--- src/rtl/cpu_types_pkg.sv ---
`default_nettype none
// ============================================================================
//  Module      : cpu_types_pkg
//  Description : Shared CPU datapath types: machine word, ALU opcodes and the
//                ALU scheduler state encoding.
//  Revision    : 1.0 - initial release
// ============================================================================
package cpu_types_pkg;

    typedef logic [31:0] word_t;

    typedef enum logic [3:0] {
        ALU_ADD  = 4'h0,
        ALU_SUB  = 4'h1,
        ALU_AND  = 4'h2,
        ALU_OR   = 4'h3,
        ALU_XOR  = 4'h4,
        ALU_SLL  = 4'h5,
        ALU_SRL  = 4'h6,
        ALU_SRA  = 4'h7,
        ALU_SLT  = 4'h8,
        ALU_SLTU = 4'h9
    } aluop_t;

    typedef enum logic [1:0] {
        IDLE = 2'd0,
        EXEC = 2'd1,
        RESP = 2'd2
    } sched_state_t;

    localparam int SCHED_NREQ = 2;

endpackage
`default_nettype wire

--- src/rtl/rr_arb2.sv ---
`default_nettype none
// ============================================================================
//  Module      : rr_arb2
//  Description : Combinational two-way round-robin grant selection. A lone
//                requester always wins; on contention the prio input decides.
//  Revision    : 1.0 - initial release
// ============================================================================
module rr_arb2 (
    input  logic [1:0] req_valid,
    input  logic       prio,
    output logic       grant,
    output logic       grant_valid
);

    // Pick the winner: single requester wins outright, a tie goes to prio
    always_comb begin
        grant_valid = |req_valid;
        grant       = (req_valid == 2'b11) ? prio : req_valid[1];
    end

endmodule
`default_nettype wire

--- src/rtl/alu_sched.sv ---
`default_nettype none
// ============================================================================
//  Module      : alu_sched
//  Description : Shares one external ALU between two requesters. Round-robin
//                arbitration, registered operands, one EXEC cycle, then the
//                captured result/flags are returned on a valid/ready response
//                to the granted requester.
//                Optional grant counters enabled by `define ALU_SCHED_STATS_EN.
//  Revision    : 1.0 - initial release
// ============================================================================
module alu_sched
    import cpu_types_pkg::*;
#(
    parameter int NREQ  = SCHED_NREQ,
    parameter int CNT_W = 16
) (
    input  logic             CLK,
    input  logic             RST,
`ifdef ALU_SCHED_STATS_EN
    input  logic             cnt_clr,
    output logic [CNT_W-1:0] grant_cnt0,
    output logic [CNT_W-1:0] grant_cnt1,
`endif
    input  logic [1:0]       req_valid,
    output logic [1:0]       req_ready,
    input  logic [7:0]       req_opcode,
    input  logic [63:0]      req_port_a,
    input  logic [63:0]      req_port_b,
    output logic [1:0]       rsp_valid,
    input  logic [1:0]       rsp_ready,
    output logic [31:0]      rsp_port_o,
    output logic             rsp_negative,
    output logic             rsp_overflow,
    output logic             rsp_zero,
    output logic [3:0]       alu_opcode,
    output logic [31:0]      alu_port_a,
    output logic [31:0]      alu_port_b,
    input  logic [31:0]      alu_port_o,
    input  logic             alu_negative,
    input  logic             alu_overflow,
    input  logic             alu_zero,
    output logic             busy
);

    // The datapath is hard-wired for exactly two requesters
    if (NREQ != 2 || CNT_W < 1) begin : g_bad_param
        $error("alu_sched supports only NREQ == 2 and CNT_W >= 1");
    end

    sched_state_t r_state;
    sched_state_t w_state_nxt;
    logic         r_prio;
    logic         r_owner;
    logic [3:0]   r_opcode;
    word_t        r_port_a;
    word_t        r_port_b;
    word_t        r_result;
    logic         r_negative;
    logic         r_overflow;
    logic         r_zero;
    logic         w_grant;
    logic         w_grant_valid;
    logic         w_accept;
    logic [3:0]   w_sel_opcode;
    word_t        w_sel_port_a;
    word_t        w_sel_port_b;

    rr_arb2 u_arb (
        .req_valid   (req_valid),
        .prio        (r_prio),
        .grant       (w_grant),
        .grant_valid (w_grant_valid)
    );

    // Operand fields of whichever requester currently holds the grant
    always_comb begin
        w_sel_opcode = w_grant ? req_opcode[7:4]  : req_opcode[3:0];
        w_sel_port_a = w_grant ? req_port_a[63:32] : req_port_a[31:0];
        w_sel_port_b = w_grant ? req_port_b[63:32] : req_port_b[31:0];
    end

    // State register
    always_ff @(posedge CLK) begin
        if (RST) begin
            r_state <= IDLE;
        end else begin
            r_state <= w_state_nxt;
        end
    end

    // Next state and request/response handshake outputs
    always_comb begin
        w_state_nxt = r_state;
        req_ready   = 2'b00;
        rsp_valid   = 2'b00;
        w_accept    = 1'b0;
        case (r_state)
            IDLE: begin
                if (w_grant_valid) begin
                    req_ready[w_grant] = 1'b1;
                    w_accept           = 1'b1;
                    w_state_nxt        = EXEC;
                end
            end
            EXEC: begin
                w_state_nxt = RESP;
            end
            RESP: begin
                rsp_valid[r_owner] = 1'b1;
                if (rsp_ready[r_owner]) begin
                    w_state_nxt = IDLE;
                end
            end
            default: begin
                w_state_nxt = IDLE;
            end
        endcase
    end

    // Operand capture on accept, result capture at the end of EXEC
    always_ff @(posedge CLK) begin
        if (RST) begin
            r_prio     <= 1'b0;
            r_owner    <= 1'b0;
            r_opcode   <= 4'h0;
            r_port_a   <= '0;
            r_port_b   <= '0;
            r_result   <= '0;
            r_negative <= 1'b0;
            r_overflow <= 1'b0;
            r_zero     <= 1'b0;
        end else begin
            if (w_accept) begin
                r_opcode <= w_sel_opcode;
                r_port_a <= w_sel_port_a;
                r_port_b <= w_sel_port_b;
                r_owner  <= w_grant;
                r_prio   <= ~w_grant;
            end
            if (r_state == EXEC) begin
                r_result   <= alu_port_o;
                r_negative <= alu_negative;
                r_overflow <= alu_overflow;
                r_zero     <= alu_zero;
            end
        end
    end

    assign alu_opcode   = r_opcode;
    assign alu_port_a   = r_port_a;
    assign alu_port_b   = r_port_b;
    assign rsp_port_o   = r_result;
    assign rsp_negative = r_negative;
    assign rsp_overflow = r_overflow;
    assign rsp_zero     = r_zero;
    assign busy         = (r_state != IDLE);

`ifdef ALU_SCHED_STATS_EN
    logic [CNT_W-1:0] r_cnt0;
    logic [CNT_W-1:0] r_cnt1;

    // Saturating per-requester grant counters; clear beats a same-cycle grant
    always_ff @(posedge CLK) begin
        if (RST || cnt_clr) begin
            r_cnt0 <= '0;
            r_cnt1 <= '0;
        end else if (w_accept) begin
            if (!w_grant && (r_cnt0 != {CNT_W{1'b1}})) begin
                r_cnt0 <= r_cnt0 + CNT_W'(1);
            end
            if (w_grant && (r_cnt1 != {CNT_W{1'b1}})) begin
                r_cnt1 <= r_cnt1 + CNT_W'(1);
            end
        end
    end

    assign grant_cnt0 = r_cnt0;
    assign grant_cnt1 = r_cnt1;
`endif

endmodule
`default_nettype wire

--- config.mk ---
export PLATFORM = sky130hd
export DESIGN_NAME = alu_sched
export DESIGN_NICKNAME = d
export VERILOG_FILES = /design/src/rtl/cpu_types_pkg.sv /design/src/rtl/rr_arb2.sv /design/src/rtl/alu_sched.sv
export SDC_FILE = /design/constraint.sdc
export NUM_CORES = 1
export LEC_CHECK = 0
export CORE_ASPECT_RATIO = 1.75
export CORE_MARGIN = 5
export CORE_UTILIZATION = 25
export DETAILED_ROUTE_END_ITERATION = 10
export DONT_BUFFER_PORTS = 1
export HOLD_SLACK_MARGIN = 0.03
export PLACE_DENSITY = 0.38
export SETUP_SLACK_MARGIN = 0.2
export SLEW_MARGIN = 15
export SYNTH_ARGS = -nofsm -noshare
export SYNTH_HDL_FRONTEND = slang
export SYNTH_SLANG_ARGS = --single-unit
--- constraint.sdc ---
create_clock -name CLK -period 1.2 [get_ports CLK]
set_input_delay 0 -clock CLK [delete_from_list [all_inputs] [get_ports CLK]]
set_output_delay 0 -clock CLK [all_outputs]
set_load 0.005 [all_outputs]
# Yosys cells after proc, flatten, opt, wreduce, memory -nomap -nowiden
# Index checks and enable logic that the tools add are counted.
dict set report word_totals {
  register_bits 107
  latch_bits 0
  ram_bits 0
  rom_bits 0
  inputBits 177
  out_inout_bits 108
  word_cells 44
  memories 0
}
dict set report op_classes {
  add_sub_neg 0
  mul 0
  div_mod_pow 0
  n_lt_le_gt_ge 4
  n_eq_ne 5
  shift 0
  muxes 18
  bitwise 1
  n_reduce_logical 6
}
# op count
set op_table {}
lappend op_table {{$mux 32} 2}
lappend op_table {{$mux 2} 5}
lappend op_table {{$mux 1} 7}
lappend op_table {{$pmux 2 s3} 1}
lappend op_table {{$eq 2x2->1 const B} 2}
lappend op_table {{$lt 1x2->1 const B} 2}
lappend op_table {{$mux 4} 1}
lappend op_table {{$demux 1 s1} 2}
lappend op_table {{$eq 2x1->1 const B} 1}
lappend op_table {{$ge 1x1->1 const B} 2}
lappend op_table {{$logic_and 1x1->1} 2}
lappend op_table {{$logic_not 2->1} 1}
lappend op_table {{$ne 2x1->1 const B} 1}
lappend op_table {{$ne 2x2->1 const B} 1}
lappend op_table {{$reduce_and 2->1} 1}
lappend op_table {{$reduce_bool 2->1} 1}
lappend op_table {{$reduce_or 2->1} 1}
lappend op_table {{$not 1->1} 1}

# Depth between registers and ports, before layout
# Gate-level depths: netlist of run 1.
dict set report depth {
  depth_word 8
  mapped_depth 6
  depth_no_buf 3
}

# Hierarchy
# From an unflattened synthesis of run 1, not the netlist that was laid out.
dict set report unflattened {
  cells_unflattened 407
  hier_area_um2 4215.3
}
# module n_inst cells_per_inst area_each_um2 seq_area_each_um2
set by_module_without_submodules {}
lappend by_module_without_submodules {alu_sched 1 404 4197.8 2142.1}
lappend by_module_without_submodules {rr_arb2 1 3 17.5 0.0}

# Least setup slack after synthesis of run 1
# Ideal clock, no wire load.
dict set report synth_path {
  kind {flip-flop to flip-flop}
  start {register r_state[1]}
  end {register r_opcode[0], in the netlist alu_opcode[0]}
  setup_ns 0.132
  arrival_ns 1.170
  t_required_ns 1.068
  slack_ns -0.102
  path_stages_with_launch 7
  n_path_buf 3
  synth_period_minus_slack_ns 1.302
  cell_sequence {dfxtp_1 buf_6 or2_1 buf_2 clkbuf_1 o21ai_1 a31oi_1}
}
dict set report synth_via {
  elab_chain_len 2
}
# element line
set synth_rtl {}
lappend synth_rtl {{start: declaration} alu_sched.sv:50} ;# sched_state_t r_state;
lappend synth_rtl {{start signal: assignment} alu_sched.sv:87} ;# r_state <= w_state_nxt;
lappend synth_rtl {{$logic_not 2->1} alu_sched.sv:97} ;# case (r_state)
lappend synth_rtl {{$mux 1} alu_sched.sv:97}
lappend synth_rtl {{end signal: assignment} alu_sched.sv:134} ;# r_opcode <= w_sel_opcode;
lappend synth_rtl {{end: declaration} alu_sched.sv:54} ;# logic [3:0] r_opcode;
# Every way passes these cells.
# A chain may end at the register's enable or synchronous reset.

# Final worst setup path of run 1
dict set report layout_path {
  start {register r_state[0]}
  end {register r_result[21], in the netlist rsp_port_o[21]}
}
dict set report layout_via {
  elab_chain_len 1
}
# element line
set layout_rtl {}
lappend layout_rtl {{$eq 2x1->1} alu_sched.sv:140} ;# if (r_state == EXEC) begin
lappend layout_rtl {{end signal: assignment} alu_sched.sv:141} ;# r_result <= alu_port_o;
lappend layout_rtl {{end: declaration} alu_sched.sv:57} ;# word_t r_result;
# Every way passes these cells.

==> results of run 1 <==
[worst reg2reg max path: cells and delay by family, from the launching register on]
family / cells / cell delay, ns
flops: 1 / 0.39
buf+inv: 4 / 0.51
compound gates: 1 / 0.12
simple gates: 2 / 0.26
[sequential cells by signal (all words and copies together) (netlist names)]
| name | cells |
|---|---|
| rsp_negative | 1 |
| rsp_overflow | 1 |
| alu_port_b | 32 |
| r_prio | 1 |
| rsp_port_o | 32 |
| alu_opcode | 4 |
| alu_port_a | 32 |
| r_owner | 1 |
| rsp_zero | 1 |
| r_state | 2 |
[worst paths after layout]
kind                                    start  depth (start not counted)                     endpoint
hold reg to reg   rsp_port_o[28]$_SDFFE_PP0N_                          2  rsp_port_o[28]$_SDFFE_PP0N_
setup reg to reg      r_state[0]$_SDFFE_PP0P_                          7  rsp_port_o[21]$_SDFFE_PP0N_
hold / removal                            RST                          1   alu_opcode[1]$_SDFFE_PP0P_
setup / recovery      r_state[0]$_SDFFE_PP0P_                          7  rsp_port_o[21]$_SDFFE_PP0N_
[per-layer routing]
layer / GRT usage / vias up / wire length, um
met5: 0 / - / 0
met4: 0.0801 / 0 / 675
met1: 0.175 / 2169 / 6920
met3: 0.0510 / 37 / 1620
li1: - / 2029 / -
met2: 0.281 / 250 / 10300
[layout make-up]
type                    instances  area [um^2]
fillers                      1901        12200
multi-input cells             397         2270
flip-flops and latches        107         2150
repair buffers                 43          726
well taps                     234          293
clock buffers                  11          243
clock inverters                 5         52.6
inverters                       1         3.75
[power groups by stage]
stage,clock (W),sequential [W],combinational (W)
CTS,0.00315,0.00415,0.00147
global placement,0,0.00423,0.00125
global route,0.00332,0.00418,0.00191
finish,0.00303,0.00415,0.00177
detailed placement,0,0.00423,0.00128
floorplan,0,0.00411,0.00111
[per-stage QoR]
stage / hold slack, ns / total power, W
2_1_floorplan: 0.136 / 0.00522
4_1_cts: -0.300 / 0.00878
5_1_grt: -0.302 / 0.00941
6_report: -0.287 / 0.00895
3_3_place_gp: 0.0823 / 0.00548
3_5_place_dp: 0.0858 / 0.00551
[timing repair]
item,in CTS,in global routing
endpoints found under the setup margin,111,112
gates cloned,4,6
endpoints found under the hold margin,107,107
resized for setup,16,65
buffers inserted,5,8
pin swaps,3,14
[cells by family (layout without fill, tap and decap cells)]
kind of cell | count (synthesis) | after routing | share of synthesized area
AO/OA/AOI/OAI | 175 | 175 | 0.214
buffers and inverters | 67 | 60 | 0.0754
flip-flops | 107 | 107 | 0.475
multiplexers | 1 | 1 | 0.00222
AND/OR/NAND/NOR | 221 | 221 | 0.234
[cells in the mapped netlist]
cell type,count
o21ai_1,69
nor3_1,1
nor3b_4,2
nor2_1,2
nand2_1,72
buf_6,8
inv_1,1
a21oi_1,37
dfxtp_1,107
buf_4,1
nor2b_1,1
nand3_1,136
or2_1,1
a211oi_1,1
mux2i_1,1
and2_1,1
nor3b_1,1
buf_2,20
and3b_1,1
nand2b_1,2
nand3b_1,1
a31oi_1,68
clkbuf_1,37
==> metrics, run 1 <==
Pins Over Slew Limit=0; Setup-failing EPs final=110; synthesized net count=~750; DR vias=4,485; Setup crit start kind=flop; sequential-to-total area share from yosys stat=0.475; fin crit share=1.13; H-tree depth=3; Area after DPL=4800 um^2; Vert. Die Dim=188 um; Buf+Inv Stages, Crit Path=4; leading cell type in the layout, fill and taps excluded=nand3_1; area delta synth->final=27.1%; post-route DRC violation count=0; antenna-violating nets left=0; diodes inserted=0; Synth area leaders=dfxtp_1 (47%), nand3_1 (15%), a31oi_1 (9.4%), o21ai_1 (7.7%), nand2_1 (6.0%); hpwl dp=11.6 mm; critical path's largest stage delay=between 0.3 and 0.4 ns; DRT Wirelength=19.5 mm; CTS clk-pin slew, worst paths=0.07 ns; gp weighted congestion=0.785; slew margin rel.=0.742; Place WS=-0.221 ns; Reg power frac=0.464; CP top delay family=buffers and inverters; Max Fclk=740 MHz; clk root buf=clkbuf_16; failing checks=negative hold slack, negative setup slack; routed len/inst=24.5 um; FF-to-FF setup slack=-0.15 ns; CTS tree=done; top-area cell type share of the netlist area=0.475; Finished Core Util=0.321; slowest CP cell=dfxtp_4; RSZ-0062 raised after global routing=true; total global routing track utilization=0.161; vias per inst=5.62; max-cap violations=0; Syn Inst Count=571; design area=5740 um^2; Core ar.=17,900 um^2; Setup CP Type=flop to flop; min cycle time layout=1.35 ns; io pins=285; Crit. End Element=flop; Leak=approximately 1.9 nW; Starting Density=0.252; Req. time, crit path=1.48 ns; Hold WS=-0.287 ns; post-synthesis cell type count=23; WP data arrival=1.63 ns; clock skew=0.00663 ns; CTS Buf Count=9; Psw=0.00262 W; Initial DRT Pass Iterations=4; Final Worst Setup Slack=-0.151 ns; Syn. warnings=0; internal cell power=0.00632 W; Netlist Area Pre-Place=about 4500 um^2; CP Max Fanout=5; #FFs+latches synth=107; first-pass GRT wire length=~27 mm; Non-Filler Instances=798; status=finished, violations left; Min-Delay Path Class=input port to flop; final global-route overflow total=0; Die Area=about 21,000 um^2; final hold violation count=107; 1st-iter DRT viols=213; Logic pwr share=0.198; Setup TNS=-10.87 ns; Worst VDD drop=about 0.58 mV; nets=736; chip width=between 100 and 150 um; CTS Sinks=107; worst slew pin tran=0.386 ns; Clk pwr share=0.339; Core Rows=65; layout cells sized above 1=0.222; worst skew pair latency=0.35 ns; Yosys top cell by area=dfxtp_1; placed cells=759; port bufs=0; CTS Buffer Depth=2; Sw Ratio=0.293; initial antenna violation count=0; commonest cells after routing, fill and taps aside=nand3_1 (128), dfxtp_1 (104), a31oi_1 (68); worst path cell trace=buf_4 > buf_6 > nor2b_4 > buf_6 > clkbuf_16 > nand2_2 > a21oi_2; crit-path most repeated cell=buf_6; syn_area_per_cell=7.90 um^2; vias in the first global route=4,495; largest net degree at the start of global routing=108; PwrDens=1560 nW/um^2
No activity file was read; power rests on OpenSTA's default activity.
==> run 2, diff against run 1 <==
--- a/config.mk
+++ b/config.mk
@@ -5,6 +5,7 @@
 export SDC_FILE = /design/constraint.sdc
 export NUM_CORES = 1
 export LEC_CHECK = 0
+export ABC_AREA = 1
 export CORE_ASPECT_RATIO = 1.75
 export CORE_MARGIN = 5
 export CORE_UTILIZATION = 25
==> metrics, run 2 <==
clk root buf=clkbuf_16; top-area cell type share of the netlist area=0.440; RSZ-0062 raised after global routing=true; Top FF cell, synth=dfxtp_1; Reg area=around 2100 um^2; DRT Wirelength=21.7 mm; FF-to-FF setup slack=-0.09 ns; Core Rows=67; Min-Delay Path Depth=2; routed len/inst=19.1 um; WP data arrival=around 1.5 ns; first-pass GRT wire length=29.4 mm; Setup CP Type=flop to flop; Crit. End Element=flop; slew margin rel.=0.784; PwrDens=1280 nW/um^2; worst skew pair latency=around 0.35 ns; Initial DRT Pass Iterations=5; sequential-to-total area share from yosys stat=0.440; reg2reg end=alu_port_b[24]$_SDFFE_PP0P_; chip width=approximately 120 um; nets=1,065; CP Max Fanout=26; Max Fclk=776 MHz; Setup TNS=-3.58 ns; total global routing track utilization=0.167; Clk pwr share=0.307; post-synthesis mux area share=0; Setup crit start kind=flop; post-route DRC violation count=0; CTS Buf Count=9; Hold WS=-0.132 ns; antenna-violating nets left=0; leading cell type in the layout, fill and taps excluded=dlygate4sd3_1; Min-Delay Path Class=input port to flop; io pins=approximately 290; Die Area=22,500 um^2; Reg power frac=0.403; Req. time, crit path=1.45 ns; Finished Core Util=0.431; syn_area_per_cell=about 6.9 um^2; Starting Density=0.254; CTS tree=done; top-count cell post-synth=nand2_1; H-tree depth=3; diodes inserted=0; max-cap violations=0; adder-cell share of the synthesized area=0; reg2reg start=r_state[1]$_SDFFE_PP0P_; Netlist Area Pre-Place=around 4900 um^2; Sw Ratio=0.304; Final Worst Setup Slack=-0.0892 ns; Syn Inst Count=slightly above 700; vias per inst=slightly above 5; post-synthesis cell type count=18; synthesized net count=between 800 and 900; multi-input logic area=2420 um^2; clock skew=about 0.0075 ns; Logic pwr share=0.290; Pins Over Slew Limit=0; vias in the first global route=5,661; area delta synth->final=69.7%; CTS Sinks=about 110; initial antenna violation count=0; failing checks=negative hold slack, negative setup slack; largest net degree at the start of global routing=75; Endpoint, Worst Hold=r_owner$_SDFFE_PP0P_; Post-synth EDFFs=0; Synth area leaders=dfxtp_1 (44%), nand3_1 (14%), nand2_1 (11%), nand4_1 (8.7%), inv_1 (5.8%); Vert. Die Dim=a little under 200 um; Async S/R FF share, synth=0; top cells by instance count after synthesis=nand2_1 (143), nand3_1 (138), dfxtp_1 (107), inv_1 (75), nor2_1 (74); combinational family with the most area after synthesis=simple AND/OR/NAND/NOR gates; post-synthesis xor/xnor area fraction=0; worst slew pin tran=0.324 ns; Filler Cell Count=1,861; CTS clk-pin slew, worst paths=0.07 ns; internal cell power=0.00736 W; final hold violation count=69; DR vias=5,767; port bufs=0; Worst VDD drop=approximately 0.8 mV; CTS Buffer Depth=2; Setup-failing EPs final=97; 1st-iter DRT viols=338; cts hold-fix bufs=174; min cycle time layout=1.29 ns; hpwl dp=~12 mm; gp weighted congestion=0.789; Psw=0.00321 W; Yosys top cell by area=dfxtp_1; status=finished, violations left; final global-route overflow total=0; Place WS=-0.0818 ns; fin crit share=1.07; post-synthesis compound-gate area fraction=0.0426; worst hold start=req_valid[1]; #FFs+latches synth=about 110; Synth Area in Simple Gates=0.398; Leak=3.82 nW; Core ar.=about 19,000 um^2; layout cells sized above 1=0.150; worst reg-to-reg path cell count=8; Syn. warnings=0; commonest cells after routing, fill and taps aside=dlygate4sd3_1 (174), nand2_1 (139), nand3_1 (123)
run 2: cell count changes after synthesis, moves of 34 or more:
cell / change
a21oi_1: -34
o21ai_0: +35
inv_1: +74
nor2_1: +72
nand2_1: +71
a31oi_1: -68
nand4_1: +68
o21ai_1: -69
run 2: area by class of cell:
cell class / count / area share
Clock buffer: 9 / 0.0272
Clock inverter: 7 / 0.0117
Inverter: 78 / 0.0381
Multi-Input combinational cell: 464 / 0.292
Sequential cell: 107 / 0.260
Tap cell: 241 / 0.0365
Timing Repair Buffer: 228 / 0.335
run 2: stage by stage:
stage	cells	power [W]	cell area, um^2	hold slack, ns
2_1_floorplan	710	0.00551	4970	0.0650
3_3_place_gp	910	0.00590	5200	0.0689
3_5_place_dp	910	0.00593	5200	0.0687
4_1_cts	1117	0.0102	7740	-0.189
5_1_grt	1134	0.0111	8270	-0.166
6_report	1134	0.0106	8270	-0.132
run 2: power groups by stage:
stage / logic [W] / registers (W) / clock network (W)
global placement: 0.00157 / 0.00432 / 0
CTS: 0.00260 / 0.00425 / 0.00339
detailed placement: 0.00161 / 0.00432 / 0
floorplan: 0.00132 / 0.00419 / 0
global route: 0.00333 / 0.00430 / 0.00352
finish: 0.00307 / 0.00426 / 0.00324
run 2: worst max path at each step:
| stage | from | end | slack, ns | cells past startpoint |
|---|---|---|---|---|
| finish | r_state[1]$_SDFFE_PP0P_ | alu_port_b[24]$_SDFFE_PP0P_ | -0.09 | 8 |
| CTS | r_state[1]$_SDFFE_PP0P_ | req_ready[1] | -0.1 | 5 |
| detailed placement | r_state[0]$_SDFFE_PP0P_ | alu_port_a[11]$_SDFFE_PP0P_ | -0.08 | 6 |
| floorplan | r_state[0]$_SDFFE_PP0P_ | alu_port_b[10]$_SDFFE_PP0P_ | 0.11 | 7 |
| global placement | r_state[0]$_SDFFE_PP0P_ | alu_port_a[28]$_SDFFE_PP0P_ | -0.03 | 6 |
| global route | r_state[1]$_SDFFE_PP0P_ | alu_port_a[15]$_SDFFE_PP0P_ | -0.17 | 8 |
run 2: layer usage:
layer | vias to the layer above | global-route usage | routed length, um
met5 | - | 0 | 0
met4 | 0 | 0.0814 | 860
met3 | 69 | 0.0526 | 1840
met2 | 328 | 0.307 | 11700
met1 | 2673 | 0.163 | 7240
li1 | 2697 | - | -
run 2: what timing repair did:
item	in CTS	in global routing
buffers inserted	8	5
gates cloned	9	12
endpoints found under the hold margin	107	70
setup endpoints to repair	111	112
gates resized for setup	48	57
pin swaps	6	15
run 2: kinds of logic after synthesis:
kind of cell	Yosys count
buf+inv	139
compound gates	40
simple gates	424
flops	107
run 2: worst max-delay path: stages (launching register included):
cell and delay [ns]:
dfxtp_2 0.34, nor2_4 0.15, buf_4 0.14, o21ai_4 0.09, buf_12 0.17, nand2_1 0.07, nand3_1 0.10, nand2_1 0.07
inv_1 0.04
==> run 3, diff against run 2 <==
--- a/config.mk
+++ b/config.mk
@@ -6,6 +6,7 @@
 export NUM_CORES = 1
 export LEC_CHECK = 0
 export ABC_AREA = 1
+export CAP_MARGIN = 0
 export CORE_ASPECT_RATIO = 1.75
 export CORE_MARGIN = 5
 export CORE_UTILIZATION = 25
@@ -17,4 +18,5 @@
 export SLEW_MARGIN = 15
 export SYNTH_ARGS = -nofsm -noshare
 export SYNTH_HDL_FRONTEND = slang
+export SYNTH_HIERARCHICAL = 1
 export SYNTH_SLANG_ARGS = --single-unit
==> metrics, run 3 <==
Filler Cell Count=1,931; Pins Over Slew Limit=0; vias per inst=4.75; sequential-to-total area share from yosys stat=0.455; Hold WS=-0.279 ns; PwrDens=1400 nW/um^2; final hold violation count=72; area delta synth->final=46.9%; Die Area=between 20,000 and 25,000 um^2; chip width=114 um; initial antenna violation count=0; Core Rows=66; Setup CP Type=flop to flop; final global-route overflow total=0; Min-Delay Path Class=input port to flop; Yosys top cell by area=dfxtp_1; fin crit share=1.08; Finished Core Util=0.372; routed len/inst=slightly below 20 um; min cycle time layout=1.30 ns; Leak=between 2 and 3 nW; Setup-failing EPs final=74; DR vias=4,761; Post-synth EDFFs=0; placed cells=905; Max Fclk=slightly below 800 MHz; worst slew pin tran=0.275 ns; Syn Inst Count=700; #FFs+latches synth=107; clock skew=0.00527 ns; leading cell type in the layout, fill and taps excluded=nand2_1; worst path cell trace=buf_6 > nor2_4 > buf_12 > buf_16 > inv_12 > nor2_1 > nor2_1; total global routing track utilization=0.161; io pins=285; Setup TNS=-3.04 ns; cts hold-fix bufs=37; worst skew pair latency=0.35 ns; largest net degree at the start of global routing=between 70 and 80; Async S/R FF share, synth=0; diodes inserted=0; synthesized net count=877; crit-path most repeated cell=nor2_1; Syn. warnings=6; WP data arrival=between 1.5 and 2 ns; H-tree depth=3; FF-to-FF setup slack=-0.1 ns; failing checks=negative hold slack, negative setup slack; combinational family with the most area after synthesis=simple AND/OR/NAND/NOR gates; top-count cell post-synth=nand2_1; post-synthesis xor/xnor area fraction=0; gp weighted congestion=0.771; multi-input logic area=2670 um^2; CP Max Fanout=18; post-synthesis mux area share=0; post-route DRC violation count=0; Reg area=about 2200 um^2; status=finished, violations left; post-synthesis cell type count=21; Buf+Inv Stages, Crit Path=4; Initial DRT Pass Iterations=5; Vert. Die Dim=roughly 190 um; 1st-iter DRT viols=154; vias in the first global route=4,799; first-pass GRT wire length=26.9 mm; slowest CP cell=dfxtp_4; Final Power=0.00964 W; CTS Buf Count=9; layout cells sized above 1=0.272; RSZ-0062 raised after global routing=true; top-area cell type share of the netlist area=0.455; Final Worst Setup Slack=-0.0962 ns; top cells by instance count after synthesis=nand2_1 (346), dfxtp_1 (107), nor2_1 (74), a21oi_1 (61), o21ai_0 (35); nets=936; clk root buf=clkbuf_16; port bufs=0; Netlist Area Pre-Place=4700 um^2; Starting Density=0.253; Top FF cell, synth=dfxtp_1; CTS Buffer Depth=2; Req. time, crit path=1.44 ns; Setup crit start kind=flop; CTS Sinks=107; Crit. End Element=flop; slew margin rel.=0.817; antenna-violating nets left=0; CTS clk-pin slew, worst paths=0.07 ns; Worst VDD drop=0.977 mV; syn_area_per_cell=6.72 um^2; Synth Area in Simple Gates=0.352; post-synthesis compound-gate area fraction=0.121; Non-Filler Instances=1,002; critical path's largest stage delay=0.37 ns; Core ar.=18,600 um^2; CP top delay family=buffers and inverters; DRT Wirelength=19.7 mm; CTS tree=done; max-cap violations=0; hpwl dp=roughly 11 mm; commonest cells after routing, fill and taps aside=nand2_1 (298), dfxtp_1 (104), nand2_2 (47), a21oi_1 (47), nor2_1 (42); adder-cell share of the synthesized area=0; Synth area leaders=dfxtp_1 (46%), nand2_1 (28%), a21oi_1 (6.5%), nor2_1 (5.9%), o21ai_0 (3.7%)
-- run 3: changes by cell type after synthesis, moves of 10 or more --
cell / delta
nand2_1: +203
nand3_1: -134
inv_1: -69
nand4_1: -68
a21oi_1: +58
buf_6: +10
-- run 3: kinds of logic (layout without fill, tap and decap cells) --
| kind of cell | after synthesis | count (layout) |
|---|---|---|
| AND/OR/NAND/NOR | 430 | 430 |
| flip-flops | 107 | 107 |
| AO/OA/AOI/OAI | 106 | 106 |
| buffers and inverters | 57 | 121 |
-- run 3: final cells by class --
| cell class | count | area share |
|---|---|---|
| timing repair buffer | 91 | 0.198 |
| clock buffer | 9 | 0.0326 |
| multi-input combinational | 536 | 0.386 |
| clock inverter | 7 | 0.0112 |
| tap | 238 | 0.0431 |
| timing repair inverter | 3 | 0.00634 |
| sequential | 107 | 0.311 |
| inverter | 11 | 0.0109 |
-- run 3: what timing repair did --
item                       4_1_cts  5_1_grt
buffers inserted                22        1
hold endpoints to repair       107       72
pin swaps                       28       20
resized for setup              117       86
cloned                          12        9
setup endpoints to repair      111      112
-- run 3: routing by layer --
metal	track usage	up-vias	routed length, um
li1	-	2306	-
met1	0.162	2229	6730
met2	0.311	209	10800
met5	0	-	0
met3	0.0497	17	1780
met4	0.0495	0	378
-- run 3: path summary, 6_finish.rpt --
check / startpoint / endpoint / cells past startpoint
min: RST / alu_port_a[31]$_SDFFE_PP0P_ / 1
max reg2reg: r_state[1]$_SDFFE_PP0P_ / rsp_port_o[3]$_SDFFE_PP0N_ / 7
max: r_state[1]$_SDFFE_PP0P_ / rsp_port_o[3]$_SDFFE_PP0N_ / 7
min reg2reg: r_prio$_SDFFE_PP0P_ / r_prio$_SDFFE_PP0P_ / 2
-- run 3: power breakdown --
part	internal (W)	switching, W
registers	0.00390	0.000326
logic	0.00110	0.00124
clock network	0.00164	0.00144
-- run 3: per-stage QoR --
step	worst slack, ns	cell area [um^2]
2_1_floorplan	0.0471	4750
3_3_place_gp	0.00785	4920
3_5_place_dp	-0.00954	4920
4_1_cts	-0.0717	6420
5_1_grt	-0.163	6910
6_report	-0.0962	6910
